### src/rtl/uart_rx.sv
// UART receiver: 2-flop synchronized line, mid-bit sampling, start/data/parity/stop FSM.
// Optional even-parity bit enabled by defining UART_RX_PARITY_EN.
module uart_rx #(
  parameter int BIT_LEN      = 7,
  parameter int CLKS_PER_BIT = 1
) (
  input  logic               clk,
  input  logic               rstn,
  input  logic               rx_channel_in,
  output logic [BIT_LEN-1:0] rx_data_out,
  output logic               rx_out_vaild,
  output logic               rx_err,
  output logic               rx_busy
);

  localparam int CW = $clog2(CLKS_PER_BIT + 1);
  localparam int BW = $clog2(BIT_LEN + 1);
  localparam logic [CW-1:0] HALF    = CW'(CLKS_PER_BIT / 2);
  localparam logic [CW-1:0] LAST    = CW'(CLKS_PER_BIT - 1);
  localparam logic [CW-1:0] FIN     = CW'(CLKS_PER_BIT / 2 + 1);
  localparam logic [BW-1:0] LASTBIT = BW'(BIT_LEN - 1);

  typedef enum logic [2:0] {
    IDLE   = 3'd0,
    START  = 3'd1,
    DATA   = 3'd2,
    PARITY = 3'd3,
    STOP   = 3'd4
  } state_t;

  state_t             state;
  logic               sync1, line;
  logic [CW-1:0]      cnt;
  logic [BW-1:0]      bit_idx;
  logic [BIT_LEN-1:0] shreg;
  logic               perr, ferr;

  always_ff @(posedge clk or negedge rstn) begin
    if (!rstn) begin
      sync1 <= 1'b1;
      line  <= 1'b1;
    end else begin
      sync1 <= rx_channel_in;
      line  <= sync1;
    end
  end

  assign rx_busy = (state != IDLE);

  always_ff @(posedge clk or negedge rstn) begin
    if (!rstn) begin
      state        <= IDLE;
      cnt          <= '0;
      bit_idx      <= '0;
      shreg        <= '0;
      perr         <= 1'b0;
      ferr         <= 1'b0;
      rx_data_out  <= '0;
      rx_out_vaild <= 1'b0;
      rx_err       <= 1'b0;
    end else begin
      case (state)
        IDLE: if (!line) begin
          bit_idx <= '0;
          perr    <= 1'b0;
          ferr    <= 1'b0;
          // With one clock per bit the start sample is this very edge
          if (CLKS_PER_BIT == 1) begin
            state        <= DATA;
            cnt          <= '0;
            rx_out_vaild <= 1'b0;
            rx_err       <= 1'b0;
          end else begin
            state <= START;
            cnt   <= CW'(1);
          end
        end
        START: begin
          if (cnt == HALF && line) begin
            state <= IDLE;
          end else begin
            if (cnt == HALF) begin
              rx_out_vaild <= 1'b0;
              rx_err       <= 1'b0;
            end
            if (cnt == LAST) begin
              state <= DATA;
              cnt   <= '0;
            end else cnt <= cnt + CW'(1);
          end
        end
        DATA: begin
          if (cnt == HALF) shreg <= (shreg >> 1) | (BIT_LEN'(line) << (BIT_LEN - 1));
          if (cnt == LAST) begin
            cnt <= '0;
            if (bit_idx == LASTBIT) begin
`ifdef UART_RX_PARITY_EN
              state <= PARITY;
`else
              state <= STOP;
`endif
            end else bit_idx <= bit_idx + BW'(1);
          end else cnt <= cnt + CW'(1);
        end
        PARITY: begin
          if (cnt == HALF) perr <= line ^ (^shreg);
          if (cnt == LAST) begin
            state <= STOP;
            cnt   <= '0;
          end else cnt <= cnt + CW'(1);
        end
        STOP: begin
          // Frame completes one clock after the stop sample, not at period end
          if (cnt == FIN) begin
            rx_data_out  <= shreg;
            rx_out_vaild <= ~(perr | ferr);
            rx_err       <= perr | ferr;
            state        <= IDLE;
          end else begin
            if (cnt == HALF) ferr <= ~line;
            cnt <= cnt + CW'(1);
          end
        end
        default: state <= IDLE;
      endcase
    end
  end

endmodule

### config.mk
export PLATFORM = sky130hd
export DESIGN_NAME = uart_rx
export DESIGN_NICKNAME = d
export VERILOG_FILES = /design/src/rtl/uart_rx.sv
export SDC_FILE = /design/constraint.sdc
export NUM_CORES = 1
export LEC_CHECK = 0
export BUFFER_PORTS_ARGS = -buffer_cell sky130_fd_sc_hd__buf_2
export CORE_ASPECT_RATIO = 2
export CORE_UTILIZATION = 35
export DETAILED_ROUTE_END_ITERATION = 6
export MAX_ROUTING_LAYER = met4
export SLEW_MARGIN = 15
export SYNTH_ARGS = -nofsm -noshare
export SYNTH_HDL_FRONTEND = slang
export SYNTH_SLANG_ARGS = --single-unit
### constraint.sdc
create_clock -name clk -period 4 [get_ports clk]
set_clock_uncertainty 0.15 [all_clocks]
set_input_delay 0.2 -clock clk [delete_from_list [all_inputs] [get_ports clk]]
set_output_delay 0.2 -clock clk [all_outputs]
set_load 0.05 [all_outputs]
==> run metrics, run 1 <==
clock latency at the later pin of the worst-skew pair 0.26 ns; Hold Path Sink line$_DFF_PN1_; Post-Route WL 1893 um; drt pass-1 iters 4; Slew @ Worst Pin 0.5718 ns; cts bufs inserted 3; mux share of post-synthesis cell area 0.1460; largest cells by area after synthesis dfrtp_1 (53%), mux2_2 (15%), dfstp_2 (4.9%); Final min period around 1.7 ns; CP top delay family compound AO/OA/AOI/OAI gates; largest net degree at the start of global routing 26; WHS Path Cells 0; CP endpoint kind flop; H-Tree Level Count 1; complex-gate fraction of the synthesized area 0.1031; # DRC 0; worst vdd ir 0.3267 mV; Worst setup SP type flop; Sw Share 0.3639; clock tree buffer depth 2; Total GRT Usage 0.1432; main combinational cell family by area after synthesis multiplexers; Reg2Reg Setup Slack approximately 2.3 ns; die width 41.28 um; global route overflow 0; ratio of cells with drive above 1 in the final layout 0.3838; cell depth of the worst flop-to-flop path 6; placed wire-length estimate roughly 1400 um; 1st-iter DRT viols 6; Yosys top cell by area dfrtp_1; r2r endpoint bit_idx[2]$_DFFE_PN0P_; Seq pwr share 0.475; initial antenna violation count 0; Syn Std Cell Area 0.001080 mm^2; Pwr Density 688.3 mW/mm^2; via count approximately 680; I/O Buffers 12; Hold Vio Cnt, Final 0; CTS sink cnt 25; number of vias per cell 5.287; CP Cell Sequence inv_1 > ha_1 > nand2_1 > nand2_2 > a221o_1 > a21o_1; sequential area share after synthesis 0.5817; P&R area growth vs syn 13.09%; Critical Path Slowest Stage Cell dfrtp_1; fillers 300; vias in the first global route 708; Post-DRT Antenna Nets 0; RSZ-0062 raised after global routing false; status completed; clock share of power 0.171; Avg Inst Size Synth 12.85 um^2; Mapped Cells 84; initial core utilization 0.3669; num rows 28; worst-path fanout max 4; hold_ws 0.2077 ns; Tcrit/Tclk final 0.4227; Setup Buffers After CTS 0; Core Region slightly below 0.003 mm^2; Worst Hold Class flop to flop; Synth Area in Adders 0.02317; Final Util 0.4150; CTS root buffer clkbuf_8; post-synth net total 89; Max transition margin 0.6188; Final Wtd Congestion 0.7661; Primary FF master, synth dfrtp_1; ANT cells 0; CTS tree built; fmax 591.5 MHz; WP buf/inv 1; area share of the leading cell type in the synthesized netlist 0.5330; Psw between 0.3 and 0.4 mW; post-synthesis simple-gate area fraction 0.1089; die height 80.55 um; Logic pwr share 0.354; Synth cell types 29; Die Area between 0.003 and 0.004 mm^2; internal power 0.5347 mW; Ports 13; most numerous cell in the Yosys netlist dfrtp_1; wire per inst around 15 um; Max Cap Violations 0; Setup-failing EPs final 0; global-route wire length before repair 3036 um; WS Path Type flop to flop; #FFs+latches synth 25; Max stage delay on crit path around 0.38 ns; XOR/XNOR Fraction of Synth Area 0; Post-CTS Resized 0; most frequent cells after synthesis dfrtp_1 (23), mux2_2 (14), nand2_1 (5), inv_1 (4); reg2reg start bit_idx[0]$_DFFE_PN0P_; min-delay src sync1$_DFF_PN1_; ys async rst share 1.000; Static Leak 0.5607 nW; CP Data Required Time 4.01 ns; Yosys warning count 0; CP arrival 1.70 ns; Post-synth EDFFs 0; clock-pin slew on the worst setup and hold paths ~0.080 ns; Final nets 105; TNS Setup 0 ns; cts hold-fix bufs 2; Pins Over Slew Limit 0
## flip-flops by register name, summed over array words and instances (netlist names)
name          cells
bit_idx           3
cnt               1
ferr              1
line              1
rx_data_out       7
rx_err            1
rx_out_vaild      1
shreg             7
state             2
sync1             1
## stage by stage
stage	instances	area (um^2)	power, mW	worst slack (ns)
finish	129	1221	0.8406	2.309
global placement	123	1156	0.6947	2.335
detailed placement	123	1156	0.7050	2.311
floorplan	84	1080	0.6344	2.440
global route	129	1221	0.8969	2.193
CTS	129	1221	0.8535	2.298
## cells by family after synthesis
kind of cell / after synthesis
AOI/OAI and AO/OA: 16
adders and majority gates: 2
DFF: 25
and+or+nand+nor: 19
buffers and inverters: 8
muxes: 14
## cell usage in the layout, fill, tap and decap left out
cell / instances
dfrtp_1: 23
mux2_2: 14
buf_2: 12
nand2_1: 5
inv_1: 4
o21ai_0: 3
o211ai_1: 3
clkbuf_8: 3
nand2_2: 2
o22ai_1: 2
a21o_1: 2
and2b_1: 2
a21oi_1: 2
nor3_1: 2
ha_1: 2
dlygate4sd3_1: 2
dfstp_2: 2
or2_2: 1
inv_2: 1
nor2_4: 1
and2b_2: 1
a22o_1: 1
nor2b_4: 1
nand4_1: 1
nand2b_1: 1
nand3_1: 1
a221o_1: 1
o311ai_0: 1
nor2_1: 1
a311oi_1: 1
clkbuf_1: 1
## layer usage
layer / up-vias / share of wire / GRT usage
met4: 0 / 0.021 / 0.09677
met3: 4 / 0.014 / 0.01657
li1: 323 / - / -
met1: 346 / 0.38 / 0.1450
met2: 9 / 0.58 / 0.2359
met5: - / 0 / -
## power by group through the flow
stage               Sequential (mW)  Combinational (mW)  Clock (mW)
finish                        0.399               0.298       0.144
global route                  0.413               0.324       0.161
CTS                           0.400               0.302       0.151
detailed placement            0.405               0.300           0
global placement              0.402               0.293           0
floorplan                     0.418               0.216           0
## worst max-delay path by stage
stage,startpoint,to,depth (start not counted)
global route,bit_idx[0]$_DFFE_PN0P_,bit_idx[2]$_DFFE_PN0P_,6
floorplan,bit_idx[0]$_DFFE_PN0P_,bit_idx[2]$_DFFE_PN0P_,6
global placement,bit_idx[0]$_DFFE_PN0P_,bit_idx[2]$_DFFE_PN0P_,6
detailed placement,bit_idx[0]$_DFFE_PN0P_,bit_idx[2]$_DFFE_PN0P_,6
CTS,bit_idx[0]$_DFFE_PN0P_,bit_idx[2]$_DFFE_PN0P_,6
finish,bit_idx[0]$_DFFE_PN0P_,bit_idx[2]$_DFFE_PN0P_,6
## layout make-up
cell class                      instances  area, um^2  area share
Tap cell                               30       37.54     0.03074
Multi-Input combinational cell         51       411.6      0.3371
Sequential cell                        25       628.1      0.5143
Timing Repair Buffer                   14       80.08     0.06557
Clock buffer                            4       45.04     0.03689
Inverter                                5       18.77     0.01537
Power figures use the tool's default switching activity.
==> run 2: changes to the inputs <==
- clock period: 4 -> 1.5 ns (I/O delays scaled with it)
==> run 2 against run 1 <==
Effect of this change: first-iteration DRC count down 17%; critical path type unchanged; clock-buffer cell count unchanged; maximum frequency rose by 13%.
==> run metrics, run 2 (synthesis gave the netlist of run 1 again) <==
CP top delay family flip-flops; Finished Layout Cells 147 (+14%); P&R area growth vs syn 29.08%; wire per inst 14.65 um (-0.19%); Worst Hold Class input port to asynchronous set/reset pin; largest net degree at the start of global routing 26 (unchanged); Core Region 0.002943 mm^2 (unchanged); Worst setup SP type flop; initial antenna violation count 0 (unchanged); CTS tree built; clock-pin slew on the worst setup and hold paths 0.08 ns (about the same); Max transition margin 0.6271 (+0.008242); Ports 13 (unchanged); die width 41.28 um (unchanged); fillers 297 (-1.0%); TNS Setup 0 ns (unchanged); global route overflow 0 (unchanged); RSZ-0062 raised after global routing true; most frequent cells in the layout dfrtp_1 (23), buf_4 (16), mux2_2 (14); Tcrit/Tclk final 0.9962 (+0.5735); # DRC 0 (unchanged); die height 80.55 um (unchanged); CTS sink cnt 25 (unchanged); Final WS setup 0.005683 ns (-2.304 ns); Final nets 123 (+17%); Pins Over Slew Limit 0 (unchanged); Reg2Reg Setup Slack 0.006 ns (-2.30 ns); WP buf/inv 2 (+1); placed wire-length estimate 1582 um (+10%); CTS root buffer clkbuf_8; CP endpoint kind flop; I/O Buffers 12 (unchanged); cts bufs inserted 3 (unchanged); Static Leak 0.6713 nW (+20%); Setup-failing EPs final 0 (unchanged); global-route wire length before repair 3601 um (+19%); worst vdd ir 0.9321 mV (+190%); number of vias per cell 5.211 (-1.4%); CP Data Required Time 1.51 ns (-2.50 ns); WS Path Type flop to flop; Max stage delay on crit path 0.45 ns (+0.07 ns); placed cells 136 (+11%); Place WS -0.02921 ns (-2.340 ns); Max Cap Violations 0 (unchanged); vias in the first global route 843 (+19%); 1st-iter DRT viols 5 (-1); Pwr Density 1843 mW/mm^2 (+170%); Critical Path Slowest Stage Cell dfrtp_1; clock latency at the later pin of the worst-skew pair 0.26 ns (about the same); Final Util 0.4736 (+0.05867); largest registers rx_data_out: 7 flops, shreg: 7 flops, bit_idx: 3 flops; status completed; CP Cell Sequence and2b_2 > buf_4 > inv_1 > o22ai_1 > a22o_1; Hold Vio Cnt, Final 0 (unchanged); via count 766 (+12%); H-Tree Level Count 1 (unchanged); commonest non-fill, non-tap cell in the layout dfrtp_1; worst-path fanout max 5 (+1); Final min period 1.494 ns (-0.1964 ns); Post-Route WL 2153 um (+14%); clock tree buffer depth 2 (unchanged); Final Wtd Congestion 0.8062 (+5.2%); CP arrival 1.50 ns (-0.20 ns); fmax 669.2 MHz (+13%); num rows 28 (unchanged); ANT cells 0 (unchanged); drt pass-1 iters 4 (unchanged); initial core utilization 0.3669 (unchanged); Die Area 0.003325 mm^2 (unchanged); Slew @ Worst Pin 0.5594 ns (-0.01236 ns); Post-DRT Antenna Nets 0 (unchanged); ratio of cells with drive above 1 in the final layout 0.5214 (+0.1375); Total GRT Usage 0.1618 (+0.01857)
run 2: changes by cell type in the layout (fill, tap and decap cells not counted), sizes merged:
cell	change
buf	+18
run 2: stage by stage:
stage | hold slack [ns] | area, um^2 | power (mW)
2_1_floorplan | -0.3706 | 1085 | 1.702
3_5_place_dp | -0.06919 | 1259 | 2.056
6_report | 0.1809 | 1394 | 2.569
5_1_grt | 0.2197 | 1394 | 2.731
3_3_place_gp | -0.06793 | 1259 | 2.026
4_1_cts | 0.1780 | 1379 | 2.549
run 2: final cells by class:
class,instances,area (um^2),area share
Clock buffer,4,45.04,0.03232
Tap cell,30,37.54,0.02693
Multi-Input combinational cell,51,431.7,0.3097
Inverter,5,18.77,0.01346
Sequential cell,25,628.1,0.4506
Timing Repair Buffer,32,232.7,0.1670
run 2: worst reg2reg max path: stages, from the launching register on:
cell,delay (ns)
dfrtp_1,0.45
and2b_2,0.27
buf_4,0.14
inv_1,0.08
o22ai_1,0.08
a22o_1,0.22
run 2: worst paths after layout:
check / from / endpoint / depth (start not counted)
max: state[1]$_DFFE_PN0P_ / rx_out_vaild$_DFFE_PN0P_ / 5
min in group clk: sync1$_DFF_PN1_ / line$_DFF_PN1_ / 0
min reg2reg: sync1$_DFF_PN1_ / line$_DFF_PN1_ / 0
min: rstn / shreg[0]$_DFFE_PN0P_ / 2
max reg2reg: state[1]$_DFFE_PN0P_ / rx_out_vaild$_DFFE_PN0P_ / 5
max in group asynchronous: rstn / sync1$_DFF_PN1_ / 2
run 2: routing by layer:
metal  share of wire  track usage
met2            0.57       0.2766
met4           0.044      0.09032
met1            0.36       0.1642
met3           0.020      0.01657
met5               0            -
run 2: timing repair:
item,4_1_cts,5_1_grt
buffers inserted,4,1
resized for setup,7,3
hold buffers,2,0
pin swaps,3,2
setup endpoints to repair,2,12
hold endpoints to repair,26,0
run 2: power by group:
| group | switching [mW] | leakage, nW | total, mW | internal, mW |
|---|---|---|---|---|
| sequential | 0.155 | 0.300 | 1.04 | 0.883 |
| combinational | 0.554 | 0.349 | 1.15 | 0.596 |
| clock | 0.192 | 0.0228 | 0.381 | 0.189 |
==> run 3: changes to the inputs <==
- CORE_ASPECT_RATIO: 2 -> 0.9
- REMOVE_ABC_BUFFERS: not set -> 1
==> run 3 against run 2 <==
Effect of this change: utilization is 4.2 points higher; cell area is 5.0% higher; clock-buffer cell count is 1 lower; non-clock buffer count is 1 lower; critical path depth stayed put; via count is 0.26% lower; global-route usage is 2.1 points lower; sequential share of layout area is 2.1 points lower; first-iteration DRC count grew to 4.0 times the previous value; clock power is 24% lower; sequential power hardly changed; power is 7.5% higher; critical endpoint is now bit_idx[2]$_DFFE_PN0P_; highest routed layer unchanged.
==> run metrics, run 3 (synthesis gave the netlist of run 1 again) <==
Worst Hold Class input port to asynchronous set/reset pin; 1st-iter DRT viols 20 (+15); Ports 13 (unchanged); die width 60.55 um (+47%); initial antenna violation count 0 (unchanged); vias in the first global route 713 (-15%); ANT cells 0 (unchanged); Power, Total 2.762 mW (+7.5%); # DRC 0 (unchanged); multi-input logic area 498.0 um^2 (+15%); WP buf/inv 0 (-2); CP top delay family compound AO/OA/AOI/OAI gates; status completed; cell depth of the worst flop-to-flop path 5 (unchanged); CP arrival 1.56 ns (+0.06 ns); via count 764 (-0.26%); P&R area growth vs syn 35.57%; CP endpoint bit_idx[2]$_DFFE_PN0P_; post-placement cell area 0.001251 mm^2 (-0.60%); Place WS -0.06085 ns (-0.03164 ns); cts bufs inserted 3 (unchanged); r2r endpoint bit_idx[2]$_DFFE_PN0P_; Final Wtd Congestion 0.7806 (-3.2%); worst vdd ir 1.088 mV (+17%); num rows 18 (-36%); Reg2Reg Setup Slack 0.009 ns (about the same); CTS sink cnt 25 (unchanged); Hold Vio Cnt, Final 0 (unchanged); CTS root buffer clkbuf_4; reg2reg start bit_idx[1]$_DFFE_PN0P_; Static Leak 0.7130 nW (+6.2%); global route overflow 0 (unchanged); largest net degree at the start of global routing 26 (unchanged); Tcrit/Tclk final 0.9940 (-0.002177); Slew @ Worst Pin 0.5345 ns (-0.02491 ns); cell area after layout 0.001464 mm^2 (+5.0%); clock tree buffer depth 2 (unchanged); Post-DRT Antenna Nets 0 (unchanged); drt pass-1 iters 4 (unchanged); CP Depth 5 (unchanged); Max stage delay on crit path 0.44 ns (about the same); Worst setup SP type flop; Final nets 122 (-0.81%); crit path from bit_idx[1]$_DFFE_PN0P_; register area 629.4 um^2 (+0.20%); fillers 252 (-15%); hold_ws 0.1046 ns (-0.07627 ns); CP endpoint kind flop; worst-path fanout max 3 (-2); global-route wire length before repair 3256 um (-9.6%); Max Cap Violations 0 (unchanged); Pins Over Slew Limit 0 (unchanged); I/O Buffers 12 (unchanged); CP Cell Sequence ha_4 > nand2_4 > nand3_2 > a221o_1 > a21o_1; Final min period 1.491 ns (-0.003265 ns); Finished Layout Cells 156 (+6.1%); initial core utilization 0.3805 (+0.01359); Post-Route WL 2136 um (-0.79%); Die Area 0.003312 mm^2 (-0.39%); wire per inst 13.69 um (-6.5%); fmax 670.7 MHz (+0.22%); RSZ-0062 raised after global routing true; number of vias per cell 4.897 (-6.0%); Pwr Density 1887 mW/mm^2 (+2.4%); Total GRT Usage 0.1409 (-0.02090); ratio of cells with drive above 1 in the final layout 0.5603 (+0.03898); most frequent cells in the layout dfrtp_1 (22), buf_4 (14), buf_2 (11); Max transition margin 0.6437 (+0.01660); clock latency at the later pin of the worst-skew pair 0.31 ns (+0.05 ns); commonest non-fill, non-tap cell in the layout dfrtp_1; Critical Path Slowest Stage Cell dfrtp_1; die height 54.70 um (-32%); Setup-failing EPs final 0 (unchanged); CP Data Required Time 1.57 ns (+0.06 ns); placed wire-length estimate 1377 um (-13%); WS Path Type flop to flop; CTS tree built; largest registers rx_data_out: 7 flops, shreg: 7 flops, bit_idx: 3 flops; Core Region 0.002838 mm^2 (-3.6%); placed cells 144 (+5.9%); Final WS setup 0.008948 ns (+0.003265 ns); H-Tree Level Count 1 (unchanged); clock-pin slew on the worst setup and hold paths 0.13 ns (+0.05 ns)
==> run 3: changes by cell type in the layout (fill, tap and decap cells not counted), sizes merged <==
cell,delta
clkinv,+1
buf,-1
clkbuf,-1
==> run 3: layer usage <==
layer  track usage  up-vias  routed length [um]
li1              -      361                   -
met4       0.03409        0                  10
met3       0.04965        2                  73
met1        0.1864      389                 974
met5             -        -                   0
met2        0.2070       12                1078
==> run 3: stage by stage <==
stage               utilization  setup TNS [ns]
floorplan                     -        -0.05969
global placement         0.4409      -0.0008648
detailed placement       0.4409        -0.07938
CTS                      0.4775         -0.1777
global route             0.5159         -0.1015
finish                   0.5159               0
==> run 3: layout make-up <==
| type | count | area share |
|---|---|---|
| clock inverters | 1 | 0.003419 |
| repair buffers | 31 | 0.1624 |
| well taps | 40 | 0.03419 |
| inverters | 5 | 0.01453 |
| multi-input cells | 51 | 0.3402 |
| clock buffers | 3 | 0.01538 |
| flip-flops and latches | 25 | 0.4299 |
==> run 3: worst min-delay path by stage <==
stage | startpoint | end | slack (ns) | cells past startpoint
after floorplan | rstn | bit_idx[0]$_DFFE_PN0P_ | -0.37 | 0
after global placement | rstn | shreg[0]$_DFFE_PN0P_ | -0.07 | 1
after detailed placement | rstn | shreg[0]$_DFFE_PN0P_ | -0.06 | 1
after CTS | rstn | rx_data_out[0]$_DFFE_PN0P_ | 0.13 | 2
after global routing | rstn | shreg[4]$_DFFE_PN0P_ | 0.14 | 2
final | rstn | shreg[0]$_DFFE_PN0P_ | 0.10 | 2
==> run 3: power by group <==
| part | internal [mW] | switching, mW | leakage [nW] |
|---|---|---|---|
| registers | 0.883 | 0.177 | 0.299 |
| logic | 0.774 | 0.639 | 0.396 |
| clock network | 0.0996 | 0.189 | 0.0177 |
| total | 1.76 | 1.01 | 0.713 |
==> run 3: repair_timing <==
item	4_1_cts	5_1_grt
pin swaps	2	6
setup buffers	3	3
hold buffers	2	0
hold endpoints to repair	26	0
gates resized for setup	12	17
setup endpoints to repair	11	20
